## src/rtl/phase_cycle_pkg.sv

```systemverilog
// phase_cycle_pkg: definitions shared by the phase-cycling controller.
//   - State encodings as legacy-compatible constants, plus a typed enum
//     built from those constants.
//   - Phase quadrant constants PH_0 / PH_90 / PH_180 / PH_270.
//   - quad_to_gray(): maps a quadrant to the 2-bit Gray code the QPSK
//     modulator expects (0->00, 1->01, 2->11, 3->10).
package phase_cycle_pkg;

  localparam logic [0:0] S_IDLE = 1'b0;
  localparam logic [0:0] S_SCAN = 1'b1;

  typedef enum logic [0:0] {
    ST_IDLE = S_IDLE,
    ST_SCAN = S_SCAN
  } state_e;

  localparam logic [1:0] PH_0   = 2'd0;
  localparam logic [1:0] PH_90  = 2'd1;
  localparam logic [1:0] PH_180 = 2'd2;
  localparam logic [1:0] PH_270 = 2'd3;

  function automatic logic [1:0] quad_to_gray(input logic [1:0] q);
    return {q[1], q[1] ^ q[0]};
  endfunction

endpackage

```

## src/rtl/phase_table_ram.sv

```systemverilog
// phase_table_ram: N_STEPS x N_PULSES x 2-bit phase register file.
//   clk        in  write clock
//   we_i       in  write strobe
//   wstep_i    in  write row (cycle step)
//   wpulse_i   in  write column (pulse number)
//   wdata_i    in  phase quadrant to store
//   rstep_i    in  read row
//   rpulse_i   in  read column
//   rdata_o    out stored quadrant (combinational read, 00 if out of range)
// Contents are not reset.
module phase_table_ram #(
  parameter int unsigned N_STEPS  = 16,
  parameter int unsigned N_PULSES = 4,
  parameter int unsigned SW       = 4,
  parameter int unsigned PW       = 2
) (
  input  logic          clk,
  input  logic          we_i,
  input  logic [SW-1:0] wstep_i,
  input  logic [PW-1:0] wpulse_i,
  input  logic [1:0]    wdata_i,
  input  logic [SW-1:0] rstep_i,
  input  logic [PW-1:0] rpulse_i,
  output logic [1:0]    rdata_o
);

  logic [1:0] mem_q [N_STEPS][N_PULSES];

  always_ff @(posedge clk) begin
    if (we_i && (32'(wstep_i) < N_STEPS) && (32'(wpulse_i) < N_PULSES)) begin
      mem_q[wstep_i][wpulse_i] <= wdata_i;
    end
  end

  always_comb begin
    rdata_o = '0;
    if ((32'(rstep_i) < N_STEPS) && (32'(rpulse_i) < N_PULSES)) begin
      rdata_o = mem_q[rstep_i][rpulse_i];
    end
  end

endmodule

```

## src/rtl/phase_cycle_ctrl.sv

```systemverilog
// phase_cycle_ctrl: serves Gray-coded RF phases to the QPSK modulator from a
// programmable phase table indexed by {cycle step, pulse number}, advancing
// the cycle step at every scan end.
//   clk, rst_n   clock, asynchronous active-low reset
//   enable       low forces IDLE
//   seq_start    begin a scan sequence at step 0 (IDLE only)
//   pulse_req    request phase for pulse_idx (SCAN only)
//   pulse_idx    pulse number; one bit wider than the column index so that
//                out-of-range requests can reach the error path
//   scan_end     advance the cycle step (SCAN only)
//   cycle_len    active cycle length, clamped to 1..N_STEPS
//   cfg_we/cfg_addr/cfg_wdata  table write {step, pulse}, IDLE only
//   cfg_rx_sel   (PHASE_CYCLE_RX_EN only) selects the receiver-phase table
//   RF_phase     Gray-coded phase, registered
//   phase_valid  one-cycle strobe with each served phase
//   rx_phase     Gray-coded receiver phase for the current step
//   step_idx     current cycle step
//   busy         high in SCAN
//   err          one-cycle strobe on rejected write or bad pulse_idx
// Optional feature macro: PHASE_CYCLE_RX_EN (receiver-phase table).
module phase_cycle_ctrl
  import phase_cycle_pkg::*;
#(
  parameter int unsigned N_PULSES = 4,
  parameter int unsigned N_STEPS  = 16,
  localparam int unsigned SW      = (N_STEPS  > 1) ? $clog2(N_STEPS)  : 1,
  localparam int unsigned PW      = (N_PULSES > 1) ? $clog2(N_PULSES) : 1,
  localparam int unsigned PIDX_W  = PW + 1
) (
  input  logic              clk,
  input  logic              rst_n,
  input  logic              enable,
  input  logic              seq_start,
  input  logic              pulse_req,
  input  logic [PIDX_W-1:0] pulse_idx,
  input  logic              scan_end,
  input  logic [SW:0]       cycle_len,
  input  logic              cfg_we,
  input  logic [SW+PW-1:0]  cfg_addr,
  input  logic [1:0]        cfg_wdata,
`ifdef PHASE_CYCLE_RX_EN
  input  logic              cfg_rx_sel,
`endif
  output logic [1:0]        RF_phase,
  output logic              phase_valid,
  output logic [1:0]        rx_phase,
  output logic [SW-1:0]     step_idx,
  output logic              busy,
  output logic              err
);

  localparam logic [PIDX_W-1:0] NP_L = PIDX_W'(N_PULSES);
  localparam logic [SW:0]       NS_L = (SW+1)'(N_STEPS);

  state_e        state_q, state_d;
  logic [SW-1:0] step_q, step_d;
  logic [1:0]    rf_q, rf_d;
  logic          pv_q, pv_d;
  logic          err_q, err_d;

  logic          tbl_we;
  logic [1:0]    tbl_rdata;
  logic [SW-1:0] wr_step;
  logic [PW-1:0] wr_pulse;
  logic          wr_pulse_ok;
  logic          rx_sel;
  logic [SW:0]   eff_len;
  logic [SW:0]   step_inc;
  logic          idx_bad;

  assign wr_step     = cfg_addr[SW+PW-1:PW];
  assign wr_pulse    = cfg_addr[PW-1:0];
  assign wr_pulse_ok = ({1'b0, wr_pulse} < NP_L);
  assign idx_bad     = (pulse_idx >= NP_L);

`ifdef PHASE_CYCLE_RX_EN
  // With a power-of-two column count every pulse code is a real column, so
  // the rx table needs its own select; otherwise the unused all-ones code is used.
  localparam bit POW2 = (N_PULSES == (1 << PW));
  assign rx_sel = POW2 ? cfg_rx_sel : (wr_pulse == '1);
`else
  assign rx_sel = 1'b0;
`endif

  always_comb begin
    eff_len = cycle_len;
    if (cycle_len == '0) begin
      eff_len = {{SW{1'b0}}, 1'b1};
    end else if (cycle_len > NS_L) begin
      eff_len = NS_L;
    end
  end

  assign step_inc = {1'b0, step_q} + {{SW{1'b0}}, 1'b1};

  phase_table_ram #(
    .N_STEPS  (N_STEPS),
    .N_PULSES (N_PULSES),
    .SW       (SW),
    .PW       (PW)
  ) u_table (
    .clk      (clk),
    .we_i     (tbl_we),
    .wstep_i  (wr_step),
    .wpulse_i (wr_pulse),
    .wdata_i  (cfg_wdata),
    .rstep_i  (step_q),
    .rpulse_i (pulse_idx[PW-1:0]),
    .rdata_o  (tbl_rdata)
  );

  always_comb begin
    state_d = state_q;
    step_d  = step_q;
    rf_d    = rf_q;
    pv_d    = 1'b0;
    err_d   = 1'b0;
    tbl_we  = 1'b0;
    unique case (state_q)
      ST_IDLE: begin
        if (cfg_we) begin
          if (!rx_sel) begin
            if (wr_pulse_ok) tbl_we = 1'b1;
            else             err_d  = 1'b1;
          end
        end
        if (seq_start && enable) begin
          state_d = ST_SCAN;
          step_d  = '0;
        end
      end
      ST_SCAN: begin
        if (cfg_we) err_d = 1'b1;
        if (!enable) begin
          state_d = ST_IDLE;
          step_d  = '0;
          rf_d    = PH_0;
        end else begin
          if (pulse_req) begin
            pv_d = 1'b1;
            if (idx_bad) begin
              rf_d  = PH_0;
              err_d = 1'b1;
            end else begin
              rf_d = quad_to_gray(tbl_rdata);
            end
          end
          // >= rather than == so a cycle_len shortened mid-scan still wraps.
          if (scan_end) begin
            step_d = (step_inc >= eff_len) ? '0 : step_inc[SW-1:0];
          end
        end
      end
      default: state_d = ST_IDLE;
    endcase
  end

  always_ff @(posedge clk or negedge rst_n) begin
    if (!rst_n) begin
      state_q <= ST_IDLE;
      step_q  <= '0;
      rf_q    <= PH_0;
      pv_q    <= 1'b0;
      err_q   <= 1'b0;
    end else begin
      state_q <= state_d;
      step_q  <= step_d;
      rf_q    <= rf_d;
      pv_q    <= pv_d;
      err_q   <= err_d;
    end
  end

`ifdef PHASE_CYCLE_RX_EN
  logic [1:0] rx_tbl_q [N_STEPS];
  logic [1:0] rx_q;

  always_ff @(posedge clk) begin
    if (cfg_we && rx_sel && (state_q == ST_IDLE) && (32'(wr_step) < N_STEPS)) begin
      rx_tbl_q[wr_step] <= cfg_wdata;
    end
  end

  always_ff @(posedge clk or negedge rst_n) begin
    if (!rst_n) rx_q <= PH_0;
    else        rx_q <= quad_to_gray(rx_tbl_q[step_d]);
  end

  assign rx_phase = rx_q;
`else
  assign rx_phase = PH_0;
`endif

  assign RF_phase    = rf_q;
  assign phase_valid = pv_q;
  assign step_idx    = step_q;
  assign busy        = (state_q == ST_SCAN);
  assign err         = err_q;

endmodule

```

## config.mk

```make
export PLATFORM = sky130hd
export DESIGN_NAME = phase_cycle_ctrl
export DESIGN_NICKNAME = d
export VERILOG_FILES = /design/src/rtl/phase_cycle_pkg.sv /design/src/rtl/phase_table_ram.sv /design/src/rtl/phase_cycle_ctrl.sv
export SDC_FILE = /design/constraint.sdc
export NUM_CORES = 1
export LEC_CHECK = 0
export CORE_MARGIN = 2
export CORE_UTILIZATION = 40
export CTS_CLUSTER_SIZE = 12
export DETAILED_ROUTE_END_ITERATION = 16
export GPL_TIMING_DRIVEN = 0
export HOLD_SLACK_MARGIN = 0.1
export PLACE_DENSITY = 0.55
export SETUP_SLACK_MARGIN = 0.05
export SYNTH_ARGS = -nofsm -noshare
export SYNTH_HDL_FRONTEND = slang
export SYNTH_HIERARCHICAL = 1
export SYNTH_SLANG_ARGS = --single-unit
```

## constraint.sdc

```tcl
create_clock -name clk -period 2.4 [get_ports clk]
set_input_delay 0.36 -clock clk [delete_from_list [all_inputs] [get_ports clk]]
set_output_delay 0.36 -clock clk [all_outputs]
set_load 0.01 [all_outputs]
```

==> flow_summary.yaml, run 1 <==
run_status:
  run_status: "finished, violations left"
  failed_checks: "negative setup slack"
critical_path:
  worstSetupEndpointType: "register"
  critPathKind: "register to register"
  arrival_ns: 2.97
  cp-start-kind: "register"
  critPathMaxFanout: 6
  worstPathRequired_ns: 2.75
cts:
  path_clk_slew_ns: 0.06
  clock_path_buffers: 2
  tritoncts.num_buffers: 17
  cts_max_level: 4
  cts.sinks: 137
  cts_hold_repair.buffers: 0
  insertion_delay_ns: 0.42
  tritoncts: "built"
  cts-root-buf: "sky130_fd_sc_hd__clkbuf_16"
logic_synthesis:
  synthesis.area_per_instance_um2: 16.1
  ys_seq_elements: 137
  netlist_top_cells_count: "sky130_fd_sc_hd__edfxtp_1 (128), sky130_fd_sc_hd__nor2_1 (71), sky130_fd_sc_hd__mux4_2 (26)"
  yosysMostFrequentCell: "sky130_fd_sc_hd__edfxtp_1"
  synth_enable_flop_cells: 128
  ys_types: 45
  synth_warnings: 6
  synth.yosys.seq_area_share_pct: 68.8
  yosysTopAreaCell: "sky130_fd_sc_hd__edfxtp_1"
  ys_async_sr_fraction_pct: 6.57
  synth_top_area_share_pct: 65.0
  post_synth_instance_area_um2: 5920
  synth.top_cells.by_area: "sky130_fd_sc_hd__edfxtp_1 (65%), sky130_fd_sc_hd__mux4_2 (9.9%), sky130_fd_sc_hd__nor2_1 (4.5%)"
  syn-instance-count: 367
  yosys_most_used_dff: "sky130_fd_sc_hd__edfxtp_1"
power:
  vdd.ir_drop.worst_v: 0.000464
  power.leakage_nw: 2.33
  power_density_nw_per_um2: 767
global_routing:
  grt_util_overall_pct: 17.7
  grt_first_pass_wirelength_mm: 20.4
  vias_in_the_first_global_route: 3459
  antenna_found_initial: 0
  grt_start_max_net_pins: 51
  grt-ovfl-total: 0
timing:
  clock_skew_ns: 0.0103
  post-route-min-period_ns: 2.61
  slew_hr_pct: 61.7
  hold_viol_final: 0
  worst-slew-pin-transition_ns: 0.574
  period_share_pct: 109
  setup-violations-final: 2
  grt_setup_unrepaired: "yes"
  clock.fmax_mhz: 383
  timing.final.max_slew_violations: 0
  worst_slack_ns: -0.211
routing:
  drt.antenna.violating_nets: 0
  drt-pass1-iter-count: 5
  postRouteWirelength_mm: 13.3
  route.detailed.vias_per_inst: 5.52
  drcViolationCount: 0
  detailedRoute.firstIterationViolations: 237
  dr_total_vias: 3434
  wire_per_inst_um: 21.3
finish:
  final_layout_size_suffix_gt1_share_pct: 21.5
  fin_area_um2: 7170
  antennaDiodeCount: 0
  util_after_layout_pct: 49.5
  final_net_count: 454
  area_growth_syn_to_fin_pct: 21.2
  final.fill_count: 1238
min_path:
  hold_path_class: "input port to async pin"
run:
  max_cap_violations: 0
die:
  die-width_um: 126
  floorplan.die.height_um: 126
  starting_density_of_the_core_pct: 40.9
  std_cell_rows: 44
  placeableCoreArea_um2: 14500
  die_area_um2: 15800
  ios: 34
placed_design:
  place_ws_ns: -0.536
  port_buffers: 31
  place_area_um2: 6500
  place.detailed.hpwl_mm: 8.94
  place.gp.congestion: 0.748
## worst paths after layout
| path | startpoint | endpoint | slack [ns] | depth (start not counted) |
|---|---|---|---|---|
| hold reg to reg | RF_phase[0] | RF_phase[0] | 0.55 | 2 |
| hold / removal | rst_n | err | 0.24 | 1 |
| setup reg to reg | step_idx[0] | RF_phase[0] | -0.21 | 11 |
| min in group clk | cfg_wdata[0] | u_table/mem_q[11][2] | 0.35 | 1 |
| max in group asynchronous | rst_n | step_idx[0] | 1.83 | 1 |
| setup / recovery | step_idx[0] | RF_phase[0] | -0.21 | 11 |
## critical path, cell delays in order, from the launching register on
cell and delay (ns):
sky130_fd_sc_hd__dfrtp_2 0.38, sky130_fd_sc_hd__buf_8 0.16, sky130_fd_sc_hd__buf_12 0.14, sky130_fd_sc_hd__mux4_1 0.56, sky130_fd_sc_hd__a22o_1 0.24, sky130_fd_sc_hd__o21ai_2 0.14
sky130_fd_sc_hd__nand2_1 0.07, sky130_fd_sc_hd__a211o_1 0.30, sky130_fd_sc_hd__xnor2_1 0.13, sky130_fd_sc_hd__o32ai_1 0.26, sky130_fd_sc_hd__nand2_1 0.08, sky130_fd_sc_hd__o21ai_1 0.07
## cell type report
cell class                      count  area, um^2  area share (%)
Buffer                             19         164            2.29
Tap cell                          184         230            3.21
Timing Repair Buffer               38         398            5.55
Multi-Input combinational cell    207        1730            24.1
Clock inverter                      8        70.1           0.977
Clock buffer                       24         492            6.86
Inverter                            5        18.8           0.262
Sequential cell                   137        4070            56.8
## power breakdown
part	switching (mW)	total, mW	internal, mW
combinational	0.219	0.422	0.203
sequential	0.00758	2.64	2.63
clock	0.917	2.44	1.52
total	1.14	5.50	4.36
## layout by cell type (no fill, tap or decap), types with 3 or more instances in the layout
master                            instances
sky130_fd_sc_hd__clkbuf_1                 7
sky130_fd_sc_hd__buf_4                    9
sky130_fd_sc_hd__clkdlybuf4s50_1         29
sky130_fd_sc_hd__a22oi_1                  3
sky130_fd_sc_hd__clkinv_2                 5
sky130_fd_sc_hd__mux4_2                  30
sky130_fd_sc_hd__nor2_1                  70
sky130_fd_sc_hd__nand3_1                  8
sky130_fd_sc_hd__clkbuf_16               17
sky130_fd_sc_hd__ha_1                     6
sky130_fd_sc_hd__dfrtp_1                  7
sky130_fd_sc_hd__buf_12                   4
sky130_fd_sc_hd__clkbuf_8                 4
sky130_fd_sc_hd__nand2_1                 20
sky130_fd_sc_hd__inv_1                    5
sky130_fd_sc_hd__nand2b_1                 3
sky130_fd_sc_hd__buf_2                    3
sky130_fd_sc_hd__edfxtp_1               128
sky130_fd_sc_hd__o21ai_0                  3
sky130_fd_sc_hd__nor2b_1                  9
sky130_fd_sc_hd__mux4_1                   3
sky130_fd_sc_hd__a22o_1                   7
## metal layers
metal / part of all wire, % / vias to the layer above / track usage [%] / routed length, um
met2: 49 / 124 / 28.1 / 6490
met3: 6.5 / 16 / 4.80 / 861
met1: 43 / 1751 / 23.5 / 5760
met5: 0 / - / 0 / 0
li1: - / 1543 / - / -
met4: 1.2 / 0 / 6.93 / 155
## state kept, by name, indices dropped and copies added, names as in the netlist
name           flops
step_idx           4
busy               1
u_table/mem_q    128
phase_valid        1
err                1
RF_phase           2
## kinds of logic (layout without fill, tap and decap cells)
logic type	count (synthesis)	after routing	synth area share, %
AO/OA/AOI/OAI	37	37	4.67
XOR/XNOR	2	2	0.296
adder cells (fa/ha/maj)	6	6	1.27
buffers and inverters	24	94	2.26
flip-flops	137	137	68.8
multiplexers	35	35	13.4
other	1	2	0.0634
AND/OR/NAND/NOR	125	125	9.29
## through the flow
step | setup TNS (ns) | std cells | power, mW | hold slack, ns
after floorplan | -0.0190 | 368 | 2.90 | 0.0644
after global placement | -59.63 | 583 | 3.07 | 0.547
after detailed placement | -8.36 | 585 | 3.07 | 0.558
after CTS | -0.330 | 620 | 5.54 | 0.247
after global routing | -0.549 | 622 | 5.67 | 0.258
final | -0.328 | 622 | 5.50 | 0.243
## timing repair
action | CTS | global route
setup buffers | 2 | 2
pin swaps | 1 | 6
gates resized for setup | 20 | 11
cloned | 1 | 0
setup endpoints to repair | 18 | 22
Note: power is estimated with default switching activity, not from simulation.
==> run 2: changes to the inputs <==
--- a/config.mk
+++ b/config.mk
@@ -11,8 +11,10 @@
 export DETAILED_ROUTE_END_ITERATION = 16
 export GPL_TIMING_DRIVEN = 0
 export HOLD_SLACK_MARGIN = 0.1
+export MAX_ROUTING_LAYER = met4
 export PLACE_DENSITY = 0.55
 export SETUP_SLACK_MARGIN = 0.05
+export SLEW_MARGIN = 20
 export SYNTH_ARGS = -nofsm -noshare
 export SYNTH_HDL_FRONTEND = slang
 export SYNTH_HIERARCHICAL = 1
==> flow_summary.yaml, run 2 (synthesis gave the netlist of run 1 again) <==
die:
  starting_density_of_the_core_pct: 40.9
  ios: 34
  die_area_um2: 15800
  floorplan.die.height_um: 126
  die-width_um: 126
  placeableCoreArea_um2: 14500
  std_cell_rows: 44
finish:
  most_common_library_cell_in_the_layout_ignoring_fill_and_taps: "sky130_fd_sc_hd__edfxtp_1"
  top_register: "u_table/mem_q"
  fin_area_um2: 7240
  area_growth_syn_to_fin_pct: 22.3
  final_layout_size_suffix_gt1_share_pct: 22.0
  finish.cell_count_without_fillers: 625
  mostFrequentLayoutCells: "sky130_fd_sc_hd__edfxtp_1 (128), sky130_fd_sc_hd__nor2_1 (70), sky130_fd_sc_hd__clkdlybuf4s50_1 (29), sky130_fd_sc_hd__mux4_2 (29), sky130_fd_sc_hd__nand2_1 (20)"
  final.fill_count: 1222
  antennaDiodeCount: 0
  final_net_count: 457
  largest_register_ffs: 128
timing:
  worst-slew-pin-transition_ns: 0.548
  slew_hr_pct: 63.5
  worst_slack_ns: -0.167
  clock.fmax_mhz: 390
  hold_viol_final: 0
  clock_skew_ns: 0.00819
  setup-violations-final: 2
  period_share_pct: 107
  post-route-min-period_ns: 2.57
  timing.final.max_slew_violations: 0
  grt_setup_unrepaired: "yes"
critical_path:
  critPathMaxFanout: 4
  arrival_ns: 2.87
  critPathKind: "register to register"
  cp.buffers_inverters: 3
  crit_path_top_delay_cell: "sky130_fd_sc_hd__mux4_2"
  timing.critical_path.cells: "buf_8 > buf_12 > mux4_2 > mux4_2 > a21oi_2 > o211ai_1 > buf_4 > nor3b_2 > o21ai_1 > o21ai_1"
  timing.critical_path.slowest_cell_delay_ns: 0.53
  worstSetupEndpointType: "register"
  cp-start-kind: "register"
  setup.reg_to_reg.worst_slack_ns: -0.17
  path_delay_family: "multiplexers"
  worstPathRequired_ns: 2.70
placed_design:
  place.gp.congestion: 0.758
  place.detailed.hpwl_mm: 8.92
  place_area_um2: 6500
  port_buffers: 31
  dp.cells: 585
cts:
  cts-root-buf: "sky130_fd_sc_hd__clkbuf_16"
  insertion_delay_ns: 0.41
  path_clk_slew_ns: 0.06
  cts_max_level: 4
  clock_path_buffers: 2
  tritoncts.num_buffers: 17
  cts.sinks: 137
  tritoncts: "built"
global_routing:
  grt-ovfl-total: 0
  grt_util_overall_pct: 18.4
  vias_in_the_first_global_route: 3558
  antenna_found_initial: 0
  grt_start_max_net_pins: 50
  grt_first_pass_wirelength_mm: 20.6
routing:
  drt-pass1-iter-count: 7
  route.detailed.vias_per_inst: 5.42
  detailedRoute.firstIterationViolations: 242
  drcViolationCount: 0
  dr_total_vias: 3389
  postRouteWirelength_mm: 13.3
  wire_per_inst_um: 21.3
  drt.antenna.violating_nets: 0
run_status:
  failed_checks: "negative setup slack"
  run_status: "finished, violations left"
run:
  max_cap_violations: 0
power:
  p_clk_share_pct: 45.3
  share_seq_of_total_power_pct: 47.0
  switchingPower_mw: 1.14
  share_comb_of_total_power_pct: 7.7
  switching_share_pct: 20.3
  power.leakage_nw: 2.36
  vdd.ir_drop.worst_v: 0.000466
  power_density_nw_per_um2: 776
  internal_power_mw: 4.47
min_path:
  hold_path_class: "input port to async pin"
[run 2: power by group through the flow]
stage / registers [mW] / clock network (mW) / logic, mW
floorplan: 2.69 / 0 / 0.204
global placement: 2.69 / 0 / 0.375
detailed placement: 2.69 / 0 / 0.385
CTS: 2.64 / 2.59 / 0.437
global route: 2.64 / 2.69 / 0.468
finish: 2.64 / 2.54 / 0.435
[run 2: worst paths after layout]
check | cells past startpoint | startpoint | endpoint
setup / recovery | 10 | step_idx[0] | RF_phase[1]
hold / removal | 1 | rst_n | err
setup reg to reg | 10 | step_idx[0] | RF_phase[1]
hold reg to reg | 2 | RF_phase[1] | RF_phase[1]
max in group asynchronous | 1 | rst_n | step_idx[0]
min in group clk | 1 | cfg_wdata[0] | u_table/mem_q[13][0]
[run 2: stage by stage]
stage / utilization (%) / TNS (ns) / total power [mW] / worst slack, ns / hold WS [ns]
floorplan: - / -0.0190 / 2.90 / -0.0190 / 0.0644
global placement: 44.7 / -59.63 / 3.07 / -0.534 / 0.547
detailed placement: 44.9 / -7.78 / 3.07 / -0.546 / 0.558
CTS: 49.9 / -0.408 / 5.66 / -0.221 / 0.247
global route: 50.0 / -0.696 / 5.80 / -0.285 / 0.270
finish: 50.0 / -0.324 / 5.61 / -0.167 / 0.260
[run 2: worst register-to-register path, cell delays in order, from the launching register on]
cell                       delay (ns)
sky130_fd_sc_hd__dfrtp_2         0.38
sky130_fd_sc_hd__buf_8           0.14
sky130_fd_sc_hd__buf_12          0.12
sky130_fd_sc_hd__mux4_2          0.53
sky130_fd_sc_hd__mux4_2          0.50
sky130_fd_sc_hd__a21oi_2         0.12
sky130_fd_sc_hd__o211ai_1        0.15
sky130_fd_sc_hd__buf_4           0.18
sky130_fd_sc_hd__nor3b_2         0.14
sky130_fd_sc_hd__o21ai_1         0.11
sky130_fd_sc_hd__o21ai_1         0.08
[run 2: what timing repair did]
item,in CTS,in global routing
gates cloned,1,0
hold buffers,0,0
pin swaps,7,5
resized for setup,25,6
buffers inserted,7,0
setup endpoints to repair,20,22
[run 2: routing by layer]
metal / GRT usage, % / routed length [um] / up-vias
met3: 4.76 / 591 / 20
met5: - / 0 / -
met1: 24.4 / 6070 / 1723
met2: 27.8 / 6400 / 98
li1: - / - / 1548
met4: 6.60 / 241 / 0
[run 2: area by class of cell]
type | count | area, um^2 | share of cell area (%)
Clock buffer | 24 | 492 | 6.79
Buffer | 19 | 160 | 2.21
Timing Repair Buffer | 41 | 433 | 5.98
Multi-Input combinational cell | 207 | 1740 | 24.0
Clock inverter | 8 | 92.6 | 1.28
Sequential cell | 137 | 4070 | 56.3
Inverter | 5 | 18.8 | 0.259
Tap cell | 184 | 230 | 3.18
